## src/rtl/ptw_arbiter.sv

```systemverilog
// ptw_arbiter: shares one page-table walker between the fetch (I) and data (D)
// requesters. Grants are round-robin. Bare mode and repeat pages are answered
// from a one-entry cache per requester; everything else goes through the
// walker's start/done handshake.
//
// state | meaning
// IDLE  | arbitrate; answer Bare/hit/bad-mode directly, else start a walk
// START | one-cycle walk_en strobe toward the walker
// WAIT  | walker busy; capture its result on walk_done
// RESP  | one-cycle ready pulse to the granted requester
module ptw_arbiter (
   input  logic        clk,
   input  logic        reset,
   input  logic [63:0] satp,
   input  logic        flush,
   input  logic        i_req,
   input  logic [63:0] i_va,
   input  logic        d_req,
   input  logic [63:0] d_va,
   output logic        i_ready,
   output logic [63:0] i_pa,
   output logic        i_fault,
   output logic        d_ready,
   output logic [63:0] d_pa,
   output logic        d_fault,
   output logic        walk_en,
   output logic [63:0] walk_va,
   input  logic        walk_done,
   input  logic        walk_valid,
   input  logic [63:0] walk_pa
);

   typedef enum logic [1:0] {IDLE, START, WAIT, RESP} state_t;

   state_t           state;
   state_t           state_nxt;

   logic             gnt;
   logic             last;
   logic [63:0]      sel_va;
   logic [63:0]      res_pa;
   logic             res_fault;
   logic [63:0]      satp_q;
   logic             inval_seen;

   logic [1:0]       c_v;
   logic [1:0][51:0] c_tag;
   logic [1:0][51:0] c_ppn;

   logic             any_req;
   logic             arb_gnt;
   logic [63:0]      arb_va;
   logic [3:0]       mode;
   logic             mode_bare;
   logic             mode_ok;
   logic             inval;
   logic             arb_hit;
   logic [63:0]      hit_pa;

   // Arbitration, mode decode, invalidation and cache lookup for the candidate grant
   always_comb begin
      any_req   = i_req | d_req;
      arb_gnt   = (i_req & d_req) ? ~last : d_req;
      arb_va    = arb_gnt ? d_va : i_va;
      mode      = satp[63:60];
      mode_bare = (mode == 4'd0);
      mode_ok   = (mode == 4'd8) || (mode == 4'd9);
      inval     = flush | (satp != satp_q);
      // an invalidation in the lookup cycle already counts as having cleared the entry
      arb_hit   = c_v[arb_gnt] & ~inval & (c_tag[arb_gnt] == arb_va[63:12]);
      hit_pa    = {c_ppn[arb_gnt], arb_va[11:0]};
   end

   // State register
   always_ff @(posedge clk) begin
      if (reset) state <= IDLE;
      else       state <= state_nxt;
   end

   // Next-state logic
   always_comb begin
      state_nxt = state;
      case (state)
         IDLE: begin
            if (any_req) begin
               if (mode_bare || !mode_ok || arb_hit) state_nxt = RESP;
               else                                  state_nxt = START;
            end
         end
         START:   state_nxt = WAIT;
         WAIT:    if (walk_done) state_nxt = RESP;
         RESP:    state_nxt = IDLE;
         default: state_nxt = IDLE;
      endcase
   end

   // Outputs decoded from state and registered results only
   always_comb begin
      i_ready = (state == RESP) & ~gnt;
      d_ready = (state == RESP) &  gnt;
      i_pa    = i_ready ? res_pa : 64'd0;
      d_pa    = d_ready ? res_pa : 64'd0;
      i_fault = i_ready & res_fault;
      d_fault = d_ready & res_fault;
      walk_en = (state == START);
      walk_va = ((state == START) || (state == WAIT)) ? sel_va : 64'd0;
   end

   // Grant bookkeeping and response capture
   always_ff @(posedge clk) begin
      if (reset) begin
         gnt        <= 1'b0;
         last       <= 1'b1;
         sel_va     <= 64'd0;
         res_pa     <= 64'd0;
         res_fault  <= 1'b0;
         satp_q     <= 64'd0;
         inval_seen <= 1'b0;
      end else begin
         satp_q <= satp;
         if (state == IDLE && any_req) begin
            gnt        <= arb_gnt;
            last       <= arb_gnt;
            sel_va     <= arb_va;
            inval_seen <= 1'b0;
            if (mode_bare) begin
               res_pa    <= arb_va;
               res_fault <= 1'b0;
            end else if (!mode_ok) begin
               res_pa    <= 64'd0;
               res_fault <= 1'b1;
            end else if (arb_hit) begin
               res_pa    <= hit_pa;
               res_fault <= 1'b0;
            end
         end
         // remember any invalidation while a walk is outstanding so its result is not cached
         if ((state == START || state == WAIT) && inval) inval_seen <= 1'b1;
         if (state == WAIT && walk_done) begin
            res_pa    <= walk_valid ? walk_pa : 64'd0;
            res_fault <= ~walk_valid;
         end
      end
   end

   // Last-translation cache; invalidation takes priority over a same-cycle fill
   always_ff @(posedge clk) begin
      if (reset) begin
         c_v   <= 2'b00;
         c_tag <= '0;
         c_ppn <= '0;
      end else if (inval) begin
         c_v <= 2'b00;
      end else if (state == WAIT && walk_done && walk_valid && !inval_seen) begin
         c_v[gnt]   <= 1'b1;
         c_tag[gnt] <= sel_va[63:12];
         c_ppn[gnt] <= walk_pa[63:12];
      end
   end

endmodule

```

## config.mk

```make
export PLATFORM = sky130hd
export DESIGN_NAME = ptw_arbiter
export DESIGN_NICKNAME = d
export VERILOG_FILES = /design/src/rtl/ptw_arbiter.sv
export SDC_FILE = /design/constraint.sdc
export NUM_CORES = 1
export LEC_CHECK = 0
export CAP_MARGIN = 20
export CORE_AREA = 2 2 246 175
export DETAILED_ROUTE_END_ITERATION = 8
export DIE_AREA = 0 0 248 177
export PLACE_DENSITY = 0.77
export SLEW_MARGIN = 0
export SYNTH_ARGS = -nofsm -noshare
export SYNTH_HDL_FRONTEND = slang
export SYNTH_SLANG_ARGS = --single-unit
```

## constraint.sdc

```tcl
create_clock -name clk -period 4.3 [get_ports clk]
set_input_delay 0.43 -clock clk [delete_from_list [all_inputs] [get_ports clk]]
set_output_delay 0.43 -clock clk [all_outputs]
set_load 0.02 [all_outputs]
```

==> metrics.md <==
| Metric | Value |
|---|---|
| Max H-tree Level | 2 |
| Inserted Clock Buffers | 41 |
| Number of DRC markers in iteration 0 | 1,994 |
| YS warnings | 0 |
| Vias in the first global route | 18,110 |
| Maximum VDD drop | 0.000359 V |
| Power Density | 486 nW/um^2 |
| Reg2reg setup slack | 820 ps |
| Simple-gate share of the synthesized area | 22.8% |
| Leak | 9.64 nW |
| Crit path from | state[1] |
| Clk_lat worst skew | 550 ps |
| Final nets | 2,933 |
| Design Power | 12.7 mW |
| IO Port Bufs | 459 |
| Via count | 19,095 |
| Core area | 41,700 sq um |
| Hold Fails Final Rpt | 0 |
| Post-synth top area share | 41.4% |
| Register area share after synthesis | 41.4% |
| Total Routing Usage GR | 33.0% |
| Status | complete, no violations |
| Slowest CP cell | ha_2 |
| Worst-Margin Slew | 1030 ps |
| Worst clock skew | 29.1 ps |
| Largest net degree at the start of global routing | 143 |
| Startpoint Class | flop |
| F_max | 0.284 GHz |
| Worst Hold Class | input pin to flop |
| Family with the most delay on the worst path | buffers and inverters |
| Adder-Cell Fraction of Synth Area | 0.254% |
| Final slew viol count | 0 |
| Clk root buf | clkbuf_16 |
| Number of unique standard cell types used by synthesis | 52 |
| Clock sinks | 408 |
| Placer congestion estimate | 0.993 |
| Clock input transition at the sequential cells of the worst setup and hold paths | 70 ps |
| Xor and xnor area share after synthesis | 4.75% |
| IO Count | 460 |
| Hold Worst Slack | 422 ps |
| Post-Syn Area | 19,700 sq um |
| Final period utilization | 81.8% |
| Max FO, Critical Path | 45 |
| CP endpoint | walk_va[14] |
| Longest Clk Path Bufs | 3 |
| Async S/R FF share, synth | 0% |
| Top-count cell post-synth | dfxtp_1 |
| Compound-Gate Fraction of Synth Area | 15.3% |
| Post-synth top cells | dfxtp_1, nand2_1, nor2_1 |
| Mapped Avg Cell Area | 8.53 sq um |
| Worst r2r dst | state[1] |
| Yosys reg bits | 408 |
| Setup Crit Path Kind | flop to output port |
| Worst Setup Slack, final | 781 ps |
| Initial antenna violation count | 11 |
| Synth area leader | dfxtp_1 |
| Antenna Violating Nets Remaining | 0 |
| Die Height | 177 um |
| Main combinational cell family by area after synthesis | simple AND/OR/NAND/NOR gates |
| Share of post-route cells with drive strength above 1 | 7.04% |
| Drt first pass iters | 6 |
| Main synth FF type | dfxtp_1 |
| # DRC | 0 |
| Critical Path Stages | 5 |
| Final core occ | 62.7% |
| Min-delay src | reset |
| PostCTS Resize Cnt | 0 |
| Routed len/inst | 23.3 um |
| EDFF count, synth | 0 |
| Hold Path Depth | 2 |
| Die X | 248 um |
| CTS Hold Bufs | 0 |
| Synth area leaders | dfxtp_1, mux2i_1, nand2_1 |
| Post-Syn Instances | 2,312 |
| Unrepaired setup endpoints after global routing | no |
| Synth Net Count | 2,579 |
| First-pass GRT wire length | 111 mm |
| Core Rows | 63 |
| Fin crit period | 3520 ps |
| CP Buf/Inv Count | 3 |
| Postcts setup bufs | 0 |
| Max_slew headroom | 31.2% |
| Die area | 43,900 sq um |
| R2r startpoint | satp_q[28] |
| Initial Util | 47.3% |
| Reg2reg path depth | 8 |
| CP endpoint kind | output port |
| CP cell instances | inv_1 -> ha_2 -> buf_4 -> and2_1 -> clkdlybuf4s50_1 |
| CP peak stage delay | 900 ps |
| Worst Path Required | 3870 ps |
| Max Cap Viol | 0 |
| Setup WS pre-CTS | 458 ps |
| Worst Path Arrival | 3090 ps |
| Vias per cell | 5.87 |
| Setup TNS | 0 ps |
| Final WL | 75.7 mm |
| Post-DP HPWL | 54.8 mm |
| CTS tree | done |
| Grt ovf | 0 |
| Area delta synth->final | 32.4% |
| Multiplexer share of the synthesized area | 9.79% |
| Setup-failing EPs final | 0 |
cell families (layout without fill, tap and decap cells):
kind of cell,after synthesis,count (layout)
AND/OR/NAND/NOR,938,938
flip-flops,408,408
adder cells (fa/ha/maj),4,4
XOR/XNOR,107,107
other,0,6
AO/OA/AOI/OAI,402,402
buffers and inverters,260,645
multiplexers,193,193
how the worst min path moves through the flow:
stage,end,slack [ps]
6_report,satp_q[31],420
5_1_grt,satp_q[17],470
4_1_cts,satp_q[31],450
3_5_place_dp,c_ppn[20],450
3_3_place_gp,c_ppn[12],440
2_1_floorplan,c_ppn[0],440
sequential cells by signal, summed over array words and instances, names as in the netlist, 2 cells and up:
register,cells
c_tag,104
c_ppn,104
sel_va,64
satp_q,64
res_pa,64
state,2
c_v,2
metal layers:
metal / GRT usage, % / up-vias / wire (um)
met3: 7.69 / 150 / 8420
met4: 9.16 / 8 / 2110
li1: - / 8709 / -
met2: 50.8 / 1010 / 33200
met1: 46.1 / 9218 / 31900
met5: 0 / - / 42
report_power, final:
part,leakage (nW),internal (mW),switching [mW]
clock,0.694,2.24,1.58
sequential,3.33,4.31,0.632
combinational,5.61,1.58,2.36
area by class of cell:
type	instances	area (sq um)
diodes	6	15.0
inverters	71	267
multi-input cells	1644	10500
flip-flops and latches	408	8170
well taps	552	691
repair buffers	500	5050
clock inverters	15	189
clock buffers	59	1240
fillers	3451	15600
stage by stage:
stage	cells	area [sq um]
finish	3255	26100
global route	3252	26100
CTS	3249	26100
detailed placement	3175	24700
global placement	3174	24700
floorplan	2312	19700
layout by cell type, fill, tap and decap left out, drive strengths merged, types with 3 or more instances in the layout:
cell type and n:
clkdlybuf4s50 457, dfxtp 408, nand2 271, nor2 226
mux2i 193, a21oi 148, and2 132, xor2 78
a211oi 77, o22ai 73, nor3 72, inv 72
and3 67, nor2b 63, nand3 62, clkbuf 59
a311oi 53, buf 43, xnor2 29, nor4 26
nand4 12, a221oi 11, o2bb2ai 8, a22o 8
diode 6, clkinv 6, clkinvlp 4, bufinv 4
ha 4, a222oi 3, a31oi 3, or2 3
Power figures use the tool's default switching activity.
==> edit 1, RTL diff (same settings) <==
Make the reset (`reset`) asynchronous in 3 clocked blocks.
--- a/src/rtl/ptw_arbiter.sv
+++ b/src/rtl/ptw_arbiter.sv
@@ -72,7 +72,7 @@
    end
 
    // State register
-   always_ff @(posedge clk) begin
+   always_ff @(posedge clk or posedge reset) begin
       if (reset) state <= IDLE;
       else       state <= state_nxt;
    end
@@ -107,7 +107,7 @@
    end
 
    // Grant bookkeeping and response capture
-   always_ff @(posedge clk) begin
+   always_ff @(posedge clk or posedge reset) begin
       if (reset) begin
          gnt        <= 1'b0;
          last       <= 1'b1;
@@ -144,7 +144,7 @@
    end
 
    // Last-translation cache; invalidation takes priority over a same-cycle fill
-   always_ff @(posedge clk) begin
+   always_ff @(posedge clk or posedge reset) begin
       if (reset) begin
          c_v   <= 2'b00;
          c_tag <= '0;
Behaviour: differs if reset is asserted again (counterexample within 4 cycles, from zero or initial values and one cycle with reset high); with reset held inactive, the same outputs for 4 cycles.
==> edit 1 against the original RTL <==
- count of clock-buffer cells in the layout fell by 4
- sequential cell count unchanged
- non-clock buffer count down 2
- setup slack better by 0.21 ns
- power grew 13%
- synthesized area increased by 3.3%
- final area is 3.3% higher
- clock power hardly changed
- wire length down 3.1%
- critical endpoint unchanged
- highest routed layer unchanged
==> edit 1: results (changes against the original RTL) <==
largest net degree at the start of global routing=122 (-15%); Worst R2R Path Depth=9 (+1); Data buffer area share=18.6% (-0.73 points); Worst-Margin Slew=1.05 ns (+0.0149 ns); post-synthesis mux area share=16.8% (+7.1 points); All-Layer GR Usage=33.2% (+0.17 points); Post-Synth XOR/XNOR Area=4.04% (-0.71 points); cell types occupying the most area after synthesis=dfrtp_1, mux2_2, mux2i_1, o21ai_0, and2_1; Synth top cells by count=dfrtp_1, o21ai_0, mux2_2; Seq/Total Area, Yosys=50.1% (+8.7 points); initial antenna violation count=3 (-8); Comb power frac=37.3% (+6.3 points); GPL Wtd Cong=0.992 (about the same); critical path's slowest cell=clkdlybuf4s50_1; syn nets=2145 (-17%); WL met1=32.9 mm (+3.3%); Post-Synthesis Cells=1878 (-19%); DRT Wirelength=73.4 mm (-3.1%); Fillers=3194 (-7.4%); status=complete, no violations; fraction of area in registers=37.8% (+6.6 points); clk tree area frac=5.28% (-0.17 points); Setup WS pre-CTS=0.491 ns (+0.0333 ns); CP max stage delay=0.69 ns (-0.21 ns); multi-input combinational cell count=1278 (-22%); Signal buffers=498 (-0.40%); final non-filler cell total=2870 (-12%); WL met2=32.0 mm (-3.7%); clkbuf count=55 (-6.8%); GR met3 Demand/Resource=8.14% (+0.45 points); area post-placement=25500 um^2 (+3.4%); leakage=12.2 nW (+27%); Pre-antenna DRT Iters=5 (-1); top_reg_cell synth=dfrtp_1; Synth Area in Adders=0.246% (-0.0081 points); first-pass GRT wire length=108 mm (-2.6%); met2 usage=48.7% (-2.1 points); Arr. time, crit path=2.88 ns (-0.21 ns); Antenna Cells=3 (-3); seq pwr=0.00516 W (+4.5%); Crit Path Max Fanout=26 (-42%); final clock skew=0.0194 ns (-0.00966 ns); Initial DRC Count=1684 (-16%); multi-input combinational area share=34.9% (-5.3 points); layout cell share with drive strength beyond 1=12.1% (+5.1 points); metal3 WL=7.28 mm (-14%)
edit 1: cell types whose count changed after synthesis, sizes merged, moves of 93 or more:
cell / before / now
dfxtp: 408 / 0
dfrtp: 0 / 407
mux2: 0 / 213
nor2: 226 / 21
o21ai: 2 / 193
nand2: 271 / 93
mux2i: 193 / 100
edit 1: worst paths after layout:
check / to / slack [ns] / startpoint
setup / recovery: walk_va[14] / 0.99 / state[0]$_DFFE_PP0P_
hold / removal: satp_q[37]$_DFF_PP0_ / 0.25 / reset
setup reg to reg: res_pa[38]$_DFFE_PP0P_ / 1.01 / satp_q[45]$_DFF_PP0_
hold reg to reg: sel_va[3]$_DFFE_PP0P_ / 0.48 / sel_va[3]$_DFFE_PP0P_
max in group asynchronous: c_ppn[70]$_DFFE_PP0P_ / 3.05 / reset
min in group clk: satp_q[35]$_DFF_PP0_ / 0.36 / satp[35]
==> edit 2, RTL diff (config.mk and constraints unchanged) <==
Without the edit above. Encoding of `state_t`: now one-hot (4 bits for 4 states).
--- a/src/rtl/ptw_arbiter.sv
+++ b/src/rtl/ptw_arbiter.sv
@@ -30,7 +30,7 @@
    input  logic [63:0] walk_pa
 );
 
-   typedef enum logic [1:0] {IDLE, START, WAIT, RESP} state_t;
+   typedef enum logic [3:0] {IDLE = 4'b0001, START = 4'b0010, WAIT = 4'b0100, RESP = 4'b1000} state_t;
 
    state_t           state;
    state_t           state_nxt;
Check against the original RTL: same outputs for any inputs over 4 cycles, from zero or initial values and one cycle with reset high; so few cycles prove little.
==> edit 2 against the original RTL <==
- worst hold slack worse by 0.011 ns
- register-to-register slack better by 0.17 ns
- synthesized area is 1.1% higher
- final area up 0.68%
- sequential cell count up 2
- setup slack worse by 0.049 ns
- wire length shrank 2.0%
- maximum frequency decreased by 1.4%
- count of clock-buffer cells in the layout stayed put
- critical path depth grew 1
- highest routed layer unchanged
Power is not compared: it rests on default switching activity, and its combinational part moved more than twofold at a synthesized area within 25%.
==> edit 2: results (changes against the original RTL) <==
status=complete, no violations; final non-filler cell total=3164 (-2.8%); syn nets=2475 (-4.0%); Synth cell types=54 (+3.8%); Synth Area in Adders=0% (-0.25 points); Compound-Gate Fraction of Synth Area=12.6% (-2.8 points); Worst Hold Depth=3 (+1); worst reg2reg startpoint=satp_q[37]$_SDFF_PP0_; Worst Setup EP=i_pa[6]; slew margin rel.=31.7% (+0.55 points); Hold Crit Start=walk_valid; area post-placement=24900 um^2 (+0.78%); final clock skew=0.0187 ns (-0.0104 ns); final-stage net count=2841 (-3.1%); All-Layer GR Usage=32.8% (-0.19 points); Initial DRC Count=1787 (-10%); average wire per standard cell=23.4 um (+0.83%); Crit Path Max Fanout=36 (-20%); CTS resizes=0 (unchanged); layout cell share with drive strength beyond 1=6.67% (-0.38 points); cell types occupying the most area after synthesis=dfxtp_1, mux2i_1, and2_1, nor2_1, a311oi_2; Post-Synth XOR/XNOR Area=3.86% (-0.89 points); Mapped Avg Cell Area=9.02 um^2 (+5.7%); cell count after placement=3086 (-2.8%); CP max stage delay=0.66 ns (-0.24 ns); largest net degree at the start of global routing=142 (-0.70%); Seq/Total Area, Yosys=41.1% (-0.25 points); vias in the first global route=17400 (-4.2%); Num CTS Buffers=42 (+2.4%); peak supply drop=279 uV; final worst path period need=3.57 ns (+0.0490 ns); Fillers=3416 (-1.0%); post-synthesis mux area share=15.7% (+5.9 points); Setup WS pre-CTS=0.451 ns (-0.00633 ns); routed via count=18300 (-4.2%); Worst R2R Path Depth=9 (+1); worst skew pair latency=0.56 ns; critical path's slowest cell=clkdlybuf4s50_1; RR Endpoint=res_pa[54]$_SDFFE_PP0P_; GPL Wtd Cong=0.993 (about the same); HPWL Detailed=54.0 mm (-1.4%); Min Hold Slack=0.411 ns (-0.0108 ns); Reg2Reg Setup Slack=0.99 ns (+0.17 ns); Arr. time, crit path=3.14 ns (+0.05 ns)
[edit 2: worst min-delay path, delay by kind of cell]
family	cells	cell delay [ns]
buf+inv	1	0.24
simple gates	1	0.14
compound gates	1	0.09
[edit 2: cell type report]
cell class                      instances  area, um^2  area share, %
Multi-Input combinational cell       1560       10800           41.0
Sequential cell                       410        8210           31.2
Timing Repair Buffer                  490        4930           18.7
Clock buffer                           59        1180           4.47
Tap cell                              552         691           2.62
Inverter                               74         278           1.06
Clock inverter                         17         246          0.937
Antenna cell                            2        5.00         0.0190
[edit 2: routing by layer]
layer  vias to the layer above  track usage, %  share of wire (%)
met5                         -               0              0.059
met4                         6            11.2                3.6
met3                       170            8.69                9.7
met2                       829            48.5                 43
met1                      8877            46.1                 44
li1                       8417               -                  -
[edit 2: logic make-up after synthesis]
kind of cell | after synthesis
and+or+nand+nor | 862
DFF | 410
muxes | 313
AOI/OAI and AO/OA | 297
buffers and inverters | 242
xor gates and xnor gates | 88
